$ cat config.mk
export PLATFORM = sky130hd
export DESIGN_NAME = sincos_angle_recover
export DESIGN_NICKNAME = d
export VERILOG_FILES = /design/src/rtl/sincos_angle_recover.sv
export SDC_FILE = /design/constraint.sdc
export NUM_CORES = 1
export LEC_CHECK = 0
export ABC_AREA = 0
export CAP_MARGIN = 20
export CORE_UTILIZATION = 65
export DETAILED_ROUTE_END_ITERATION = 7
export PLACE_DENSITY = 0.93
export SKIP_CTS_REPAIR_TIMING = 1
export SLEW_MARGIN = 20
export SYNTH_ARGS = -nofsm -noshare
export SYNTH_HDL_FRONTEND = slang
export SYNTH_SLANG_ARGS = --single-unit
export TNS_END_PERCENT = 30
$ cat constraint.sdc
create_clock -name clk -period 6.5 [get_ports clk]
set_input_delay 0.65 -clock clk [delete_from_list [all_inputs] [get_ports clk]]
set_output_delay 0.65 -clock clk [all_outputs]
set_load 0.05 [all_outputs]
$ cat src/rtl/sincos_angle_recover.sv
// Recovers a 10-bit phase angle from a 5-bit signed sine/cosine pair using an
// iterative vectoring CORDIC: quadrant pre-rotation at load, one micro-rotation per clock.
`timescale 1ns/1ps

module sincos_angle_recover #(
  parameter int unsigned ITER = 8
) (
  input  logic       clk,
  input  logic       areset,
  input  logic [4:0] s,
  input  logic [4:0] c,
  input  logic       in_valid,
  output logic       in_ready,
  output logic [9:0] a,
  output logic       a_zero,
  output logic       out_valid,
  input  logic       out_ready
);

  localparam logic [2:0] LastIter = 3'(ITER - 1);

  typedef enum logic [1:0] {StIdle, StRot, StDone} state_e;

  state_e             state_q;
  logic        [2:0]  i_q;
  logic signed [9:0]  x_q, y_q;
  logic        [13:0] z_q;
  logic               zero_q;

  logic signed [9:0]  s_ext, c_ext;
  logic signed [9:0]  x_load, y_load;
  logic        [13:0] z_load;
  logic signed [9:0]  x_sh, y_sh;
  logic signed [9:0]  x_rot, y_rot;
  logic        [13:0] z_rot;
  logic        [9:0]  a_next;

  // atan(2^-i) in 1/16 angle units; 16384 units span a full turn.
  function automatic logic [13:0] atan_lut(input logic [2:0] idx);
    logic [13:0] t;
    case (idx)
      3'd0:    t = 14'd2048;
      3'd1:    t = 14'd1209;
      3'd2:    t = 14'd639;
      3'd3:    t = 14'd324;
      3'd4:    t = 14'd163;
      3'd5:    t = 14'd81;
      3'd6:    t = 14'd41;
      default: t = 14'd20;
    endcase
    return t;
  endfunction

  // Left half-plane inputs are mirrored through the origin and start at pi, so the
  // rotation loop only ever has to cover -pi/2..pi/2.
  always_comb begin
    s_ext = {{5{s[4]}}, s};
    c_ext = {{5{c[4]}}, c};
    if (c[4]) begin
      x_load = -(c_ext <<< 3);
      y_load = -(s_ext <<< 3);
      z_load = 14'd8192;
    end else begin
      x_load = c_ext <<< 3;
      y_load = s_ext <<< 3;
      z_load = 14'd0;
    end
  end

  always_comb begin
    x_sh = x_q >>> i_q;
    y_sh = y_q >>> i_q;
    if (!y_q[9]) begin
      x_rot = x_q + y_sh;
      y_rot = y_q - x_sh;
      z_rot = z_q + atan_lut(i_q);
    end else begin
      x_rot = x_q - y_sh;
      y_rot = y_q + x_sh;
      z_rot = z_q - atan_lut(i_q);
    end
    // Round to nearest and drop the fraction; the 14-bit sum wraps like the angle does.
    a_next = 10'((z_rot + 14'd8) >> 4);
  end

  always_ff @(posedge clk or negedge areset) begin
    if (!areset) begin
      state_q   <= StIdle;
      i_q       <= 3'd0;
      x_q       <= '0;
      y_q       <= '0;
      z_q       <= '0;
      zero_q    <= 1'b0;
      in_ready  <= 1'b1;
      out_valid <= 1'b0;
      a         <= '0;
      a_zero    <= 1'b0;
    end else begin
      unique case (state_q)
        StIdle: begin
          if (in_valid && in_ready) begin
            x_q      <= x_load;
            y_q      <= y_load;
            z_q      <= z_load;
            zero_q   <= (s == 5'd0) && (c == 5'd0);
            i_q      <= 3'd0;
            in_ready <= 1'b0;
            state_q  <= StRot;
          end
        end
        StRot: begin
          x_q <= x_rot;
          y_q <= y_rot;
          z_q <= z_rot;
          i_q <= i_q + 3'd1;
          if (i_q == LastIter) begin
            a         <= zero_q ? 10'd0 : a_next;
            a_zero    <= zero_q;
            out_valid <= 1'b1;
            state_q   <= StDone;
          end
        end
        StDone: begin
          if (out_ready) begin
            out_valid <= 1'b0;
            in_ready  <= 1'b1;
            state_q   <= StIdle;
          end
        end
        default: begin
          state_q <= StIdle;
        end
      endcase
    end
  end

endmodule

==> flow_summary.json, run 1 <==
{
  "status": "complete, no violations",
  "ys_ff_latch": 53,
  "clock_latency_ps": 320,
  "r2r_cells": 12,
  "synth_area_um2": 5260,
  "finalClockSkew_ps": 18.4,
  "endpoint_kind": "flip-flop",
  "p_leak_nw": 2.43,
  "drtIter0Drc": 431,
  "ys.flop_type": "dfrtp_1",
  "drt_first_pass_iters": 5,
  "seq_area_um2": 1330,
  "synth_nets": 659,
  "fmax_mhz": 199,
  "tightest_slew_ps": 914,
  "critPathBufInv": 1,
  "rows": 32,
  "placed_cell_area_um2": 5530,
  "setup_tns_ps": 0,
  "die_w_um": 91.9,
  "cts_max_level": 2,
  "wire_per_inst_um": 18.5,
  "via_count": 4792,
  "cpPeakStageDelay_ps": 820,
  "cts_tree": "done",
  "maxCapViolCount": 0,
  "cts_buffer_depth": 2,
  "final_common_cell": "dfrtp_1",
  "dp_cells": 703,
  "grt_pass1_vias": 4703,
  "routed_wl_mm": 13.2,
  "r2r-end": "a[9]$_DFFE_PN0P_",
  "timing.rr.start": "i_q[2]$_DFFE_PN0P_",
  "cp_max_fo": 20,
  "synth-edff-count": 0,
  "design.core.area_um2": 7770,
  "cts_sinks": 53,
  "vias_per_cell": 6.74,
  "crit_family": "simple AND/OR/NAND/NOR gates",
  "most-common-layout-cells": "52 x dfrtp_1, 50 x nand2_1, 44 x ha_1",
  "slowest_stage": "nor4b_1",
  "ys.warnings.count": 0,
  "grt_usage": 0.322,
  "rrSetupSlack_ps": 1480,
  "async_flop_share": 1.00,
  "crit_cells": 12,
  "grt_max_degree": 54,
  "overflow": 0,
  "num-nets-final": 669,
  "numPortBuffers": 26,
  "relSlewSlack": 0.382,
  "hpwl_mm": 9.53,
  "multi_input_area_um2": 3640,
  "instances_no_fill": 711,
  "cts_root_buf": "clkbuf_8",
  "cellPowerDensity_nw_per_um2": 99.1,
  "path_class": "flip-flop to flip-flop",
  "cts_buffers": 5,
  "grt_antenna_before_repair": 0,
  "antennaDiodeCount": 0,
  "area_delta_synth_final_pct": 6.83,
  "finalSetupViolations": 0,
  "post-route-period-util": 0.772,
  "die_area_um2": 8450,
  "ios": 27,
  "synthCells": 598,
  "critPathMostFrequentCell": "ha_1",
  "worstPathArrival_ps": 5250,
  "fin_area_um2": 5620,
  "ys_types": 72,
  "crit_path_start_kind": "flip-flop",
  "ant_nets": 0,
  "synth_area_per_cell_um2": 8.79,
  "hp-class": "input port to asynchronous set/reset pin",
  "drive_gt1_frac": 0.0772,
  "period_minus_slack_ps": 5020,
  "finalHoldViolCount": 0,
  "die_h_um": 91.9,
  "grt_pass1_wl_mm": 21.7,
  "initial_utilization": 0.677,
  "fillCellCount": 587,
  "clk_pin_slew_ps": 120,
  "gp_congestion": 0.937,
  "path_cells": "inv_2 > ha_1 > nor4_1 > a21oi_1 > xor2_1 > ha_1 > or3_1 > o211ai_1 > a211oi_1 > nor4b_1 > o31ai_1 > a32o_1",
  "peakVddDrop_mv": 0.0754,
  "rsz0062_at_grt": "false",
  "crit_path_start": "i_q[2]$_DFFE_PN0P_",
  "cp.required_ps": 6730,
  "synth-seq-area-share": 0.252,
  "drc": 0,
  "slew_viol_final": 0
}
## Yosys cell counts, types with 8 or more instances
library cell,instances,area [um2]
nor3_1,16,80.1
xnor2_1,28,245
inv_1,33,124
a22o_1,9,78.8
a21oi_1,27,135
nand3_1,29,145
mux4_2,14,315
o211ai_1,13,97.6
nor2_1,32,120
o21ai_0,40,200
o31ai_1,10,75.1
xor2_1,21,184
and3_1,8,50.1
nand2b_1,10,62.6
mux2i_1,10,100
nand2_1,50,188
ha_1,44,551
clkbuf_1,18,67.6
dfrtp_1,52,1300
a31oi_1,10,62.6
## power breakdown
group / total [mW] / switching (mW) / internal, mW
Combinational: 0.0265 / 0.0152 / 0.0113
Clock: 0.201 / 0.124 / 0.0772
Sequential: 0.330 / 0 / 0.330
## state kept, by name, indices dropped and copies added (netlist names)
signal,flops
z_q,14
i_q,3
a_zero,1
state_q,2
x_q,10
y_q,10
a,10
zero_q,1
out_valid,1
in_ready,1
## worst max path at each step
stage | endpoint
finish | a[9]$_DFFE_PN0P_
global route | a[8]$_DFFE_PN0P_
CTS | a[9]$_DFFE_PN0P_
detailed placement | a[9]$_DFFE_PN0P_
global placement | a[9]$_DFFE_PN0P_
floorplan | a[9]$_DFFE_PN0P_
## metal layers
metal / global-route usage / wire [um]
met2: 0.546 / 6530
met5: 0 / 0
met3: 0.0448 / 905
met4: 0.158 / 525
met1: 0.403 / 5200
## worst register-to-register path: cells and delay by family (launching register included)
kind | cells | cell delay, ps
adders and majority gates | 2 | 650
and+or+nand+nor | 3 | 1770
buffers and inverters | 1 | 410
xor gates and xnor gates | 1 | 190
AOI/OAI and AO/OA | 5 | 1120
DFF | 1 | 800
## metrics by stage
| stage | setup WS [ps] | power, mW | hold slack (ps) | utilization |
|---|---|---|---|---|
| 6_report | 1480 | 0.557 | 444 | 0.723 |
| 5_1_grt | 1090 | 0.574 | 498 | 0.723 |
| 4_1_cts | 1580 | 0.557 | 476 | 0.723 |
| 3_5_place_dp | 1580 | 0.363 | 472 | 0.712 |
| 3_3_place_gp | 1770 | 0.362 | 464 | 0.712 |
| 2_1_floorplan | 2150 | 0.345 | 354 | - |
## cell type report
| class | count | share of cell area |
|---|---|---|
| repair buffers | 33 | 0.0548 |
| inverters | 34 | 0.0227 |
| flip-flops and latches | 53 | 0.236 |
| well taps | 102 | 0.0227 |
| multi-input cells | 481 | 0.648 |
| clock inverters | 2 | 0.00290 |
| clock buffers | 6 | 0.0129 |
## cell families after synthesis
kind of cell | after synthesis | synth area share
DFF | 53 | 0.252
buffers and inverters | 64 | 0.0557
adders and majority gates | 47 | 0.116
xor gates and xnor gates | 49 | 0.0816
AOI/OAI and AO/OA | 156 | 0.196
muxes | 32 | 0.103
and+or+nand+nor | 197 | 0.195
(Power assumes the default switching activity.)
==> run 2: changes to the inputs <==
CORE_UTILIZATION = 62   (was 65)
PLACE_DENSITY = 0.9   (was 0.93)
clock period = 4.7 ns   (was 6.5 ns; I/O delays follow)
==> run 2 against run 1 <==
Compared with the run above:
- sequential cell count unchanged
- routed wire length is 1.5% lower
- clock skew down 3.5 ps
- maximum frequency rose by 14%
- power increased by 41%
- clock-buffer cell count shrank 1
- global-route usage fell by 1.4 points
- sequential share of layout area decreased by 0.24 points
- sequential power increased by 38%
- combinational power increased by 41%
- critical path depth is 3 higher
- largest power group unchanged
- highest routed layer unchanged
==> flow_summary.json, run 2 (synthesis results as in run 1) <==
{
  "final_common_cell": "dfrtp_1",
  "setup_tns_ps": 0,
  "antennaDiodeCount": 0,
  "relSlewSlack": 0.489,
  "clock_latency_ps": 320,
  "endpoint_kind": "flip-flop",
  "crit_path_start_kind": "flip-flop",
  "r2r_cells": 15,
  "drc": 0,
  "dp_cells": 711,
  "grt_antenna_before_repair": 0,
  "r2r-end": "a[9]$_DFFE_PN0P_",
  "rrSetupSlack_ps": 310,
  "drt_first_pass_iters": 5,
  "ant_nets": 0,
  "finalSetupViolations": 0,
  "numPortBuffers": 26,
  "die_area_um2": 8850,
  "ios": 27,
  "seq_area_um2": 1330,
  "cts_buffer_depth": 2,
  "vias_per_cell": 6.67,
  "path_class": "flip-flop to flip-flop",
  "maxCapViolCount": 0,
  "peakVddDrop_mv": 0.104,
  "num-nets-final": 674,
  "finalHoldViolCount": 0,
  "grt_pass1_vias": 4711,
  "die_h_um": 94.1,
  "timing.rr.start": "i_q[1]$_DFFE_PN0P_",
  "gp_congestion": 0.889,
  "cts_root_buf": "clkbuf_8",
  "cts_tree": "done",
  "grt_max_degree": 54,
  "cts_sinks": 53,
  "status": "complete, no violations",
  "worstPathArrival_ps": 4620,
  "multi_input_area_um2": 3650,
  "rows": 33,
  "via_count": 4796,
  "slew_viol_final": 0,
  "initial_utilization": 0.640,
  "most-common-layout-cells": "52 x dfrtp_1, 50 x nand2_1, 44 x ha_1",
  "fmax_mhz": 228,
  "cts_max_level": 2,
  "wire_per_inst_um": 18.0,
  "instances_no_fill": 719,
  "tightest_slew_ps": 756,
  "largest_reg_flops": 14,
  "die_w_um": 94.1,
  "fillCellCount": 628,
  "cp-endpoint": "a[9]$_DFFE_PN0P_",
  "hp-class": "input port to asynchronous set/reset pin",
  "drtIter0Drc": 294,
  "clk_pin_slew_ps": 120,
  "cp.required_ps": 4920,
  "grt_usage": 0.308,
  "cellPowerDensity_nw_per_um2": 138,
  "design.core.area_um2": 8220,
  "drive_gt1_frac": 0.0896,
  "rsz0062_at_grt": "false",
  "crit_path_start": "i_q[1]$_DFFE_PN0P_",
  "regMostFlops": "z_q",
  "cp_max_fo": 8,
  "hpwl_mm": 9.43,
  "routed_wl_mm": 13.0,
  "overflow": 0,
  "period_minus_slack_ps": 4390,
  "finalClockSkew_ps": 14.9,
  "area_delta_synth_final_pct": 7.92,
  "p_leak_nw": 2.45,
  "post-route-period-util": 0.935,
  "grt_pass1_wl_mm": 21.6,
  "cts_buffers": 5
}
## run 2: worst max-delay path, stage by stage, from the launching register on
cell and delay, ps:
dfrtp_1 430, buf_4 190, ha_1 250, ha_1 270, nor4_1 480, a21oi_1 150
xor2_1 160, ha_1 250, or3_1 430, o211ai_1 330, nand3b_1 140, xnor2_1 150
buf_4 150, nand3b_1 210, or4_1 440, a32o_1 260
## run 2: power breakdown
group | total [mW] | leakage, nW | switching (mW) | internal [mW]
clock network | 0.290 | 0.0423 | 0.181 | 0.109
logic | 0.0374 | 1.84 | 0.0218 | 0.0156
registers | 0.456 | 0.570 | 0 | 0.456
## run 2: how the worst min path moves through the flow
stage / start / end / slack (ps) / depth (start not counted)
final: areset / y_q[8]$_DFFE_PN0P_ / 270 / 2
after global routing: areset / z_q[11]$_DFFE_PN0P_ / 330 / 2
after CTS: areset / z_q[12]$_DFFE_PN0P_ / 290 / 2
after detailed placement: a[6]$_DFFE_PN0P_ / a[6]$_DFFE_PN0P_ / 490 / 1
after global placement: a[0]$_DFFE_PN0P_ / a[0]$_DFFE_PN0P_ / 470 / 2
after floorplan: areset / a[0]$_DFFE_PN0P_ / 170 / 0
## run 2: area by class of cell
class,instances,area share
clock buffer,5,0.0121
clock inverter,3,0.00463
inverter,34,0.0225
multi-input combinational,481,0.643
sequential,53,0.234
tap,105,0.0231
timing repair buffer,38,0.0608
## run 2: stage by stage
stage | hold WS, ps | utilization | total power, mW | cell area [um2] | setup WS (ps)
final | 273 | 0.691 | 0.783 | 5680 | 306
after global routing | 332 | 0.691 | 0.803 | 5680 | 45.4
after CTS | 294 | 0.690 | 0.789 | 5670 | 291
after detailed placement | 493 | 0.678 | 0.502 | 5570 | 311
after global placement | 466 | 0.678 | 0.501 | 5570 | 505
after floorplan | 174 | - | 0.477 | 5260 | 349
## run 2: per-layer routing
metal | vias up | wire length (um) | GRT usage
li1 | 2233 | - | -
met1 | 2324 | 5240 | 0.387
met2 | 199 | 6420 | 0.524
met3 | 40 | 921 | 0.0445
met4 | 0 | 371 | 0.133
met5 | - | 0 | 0
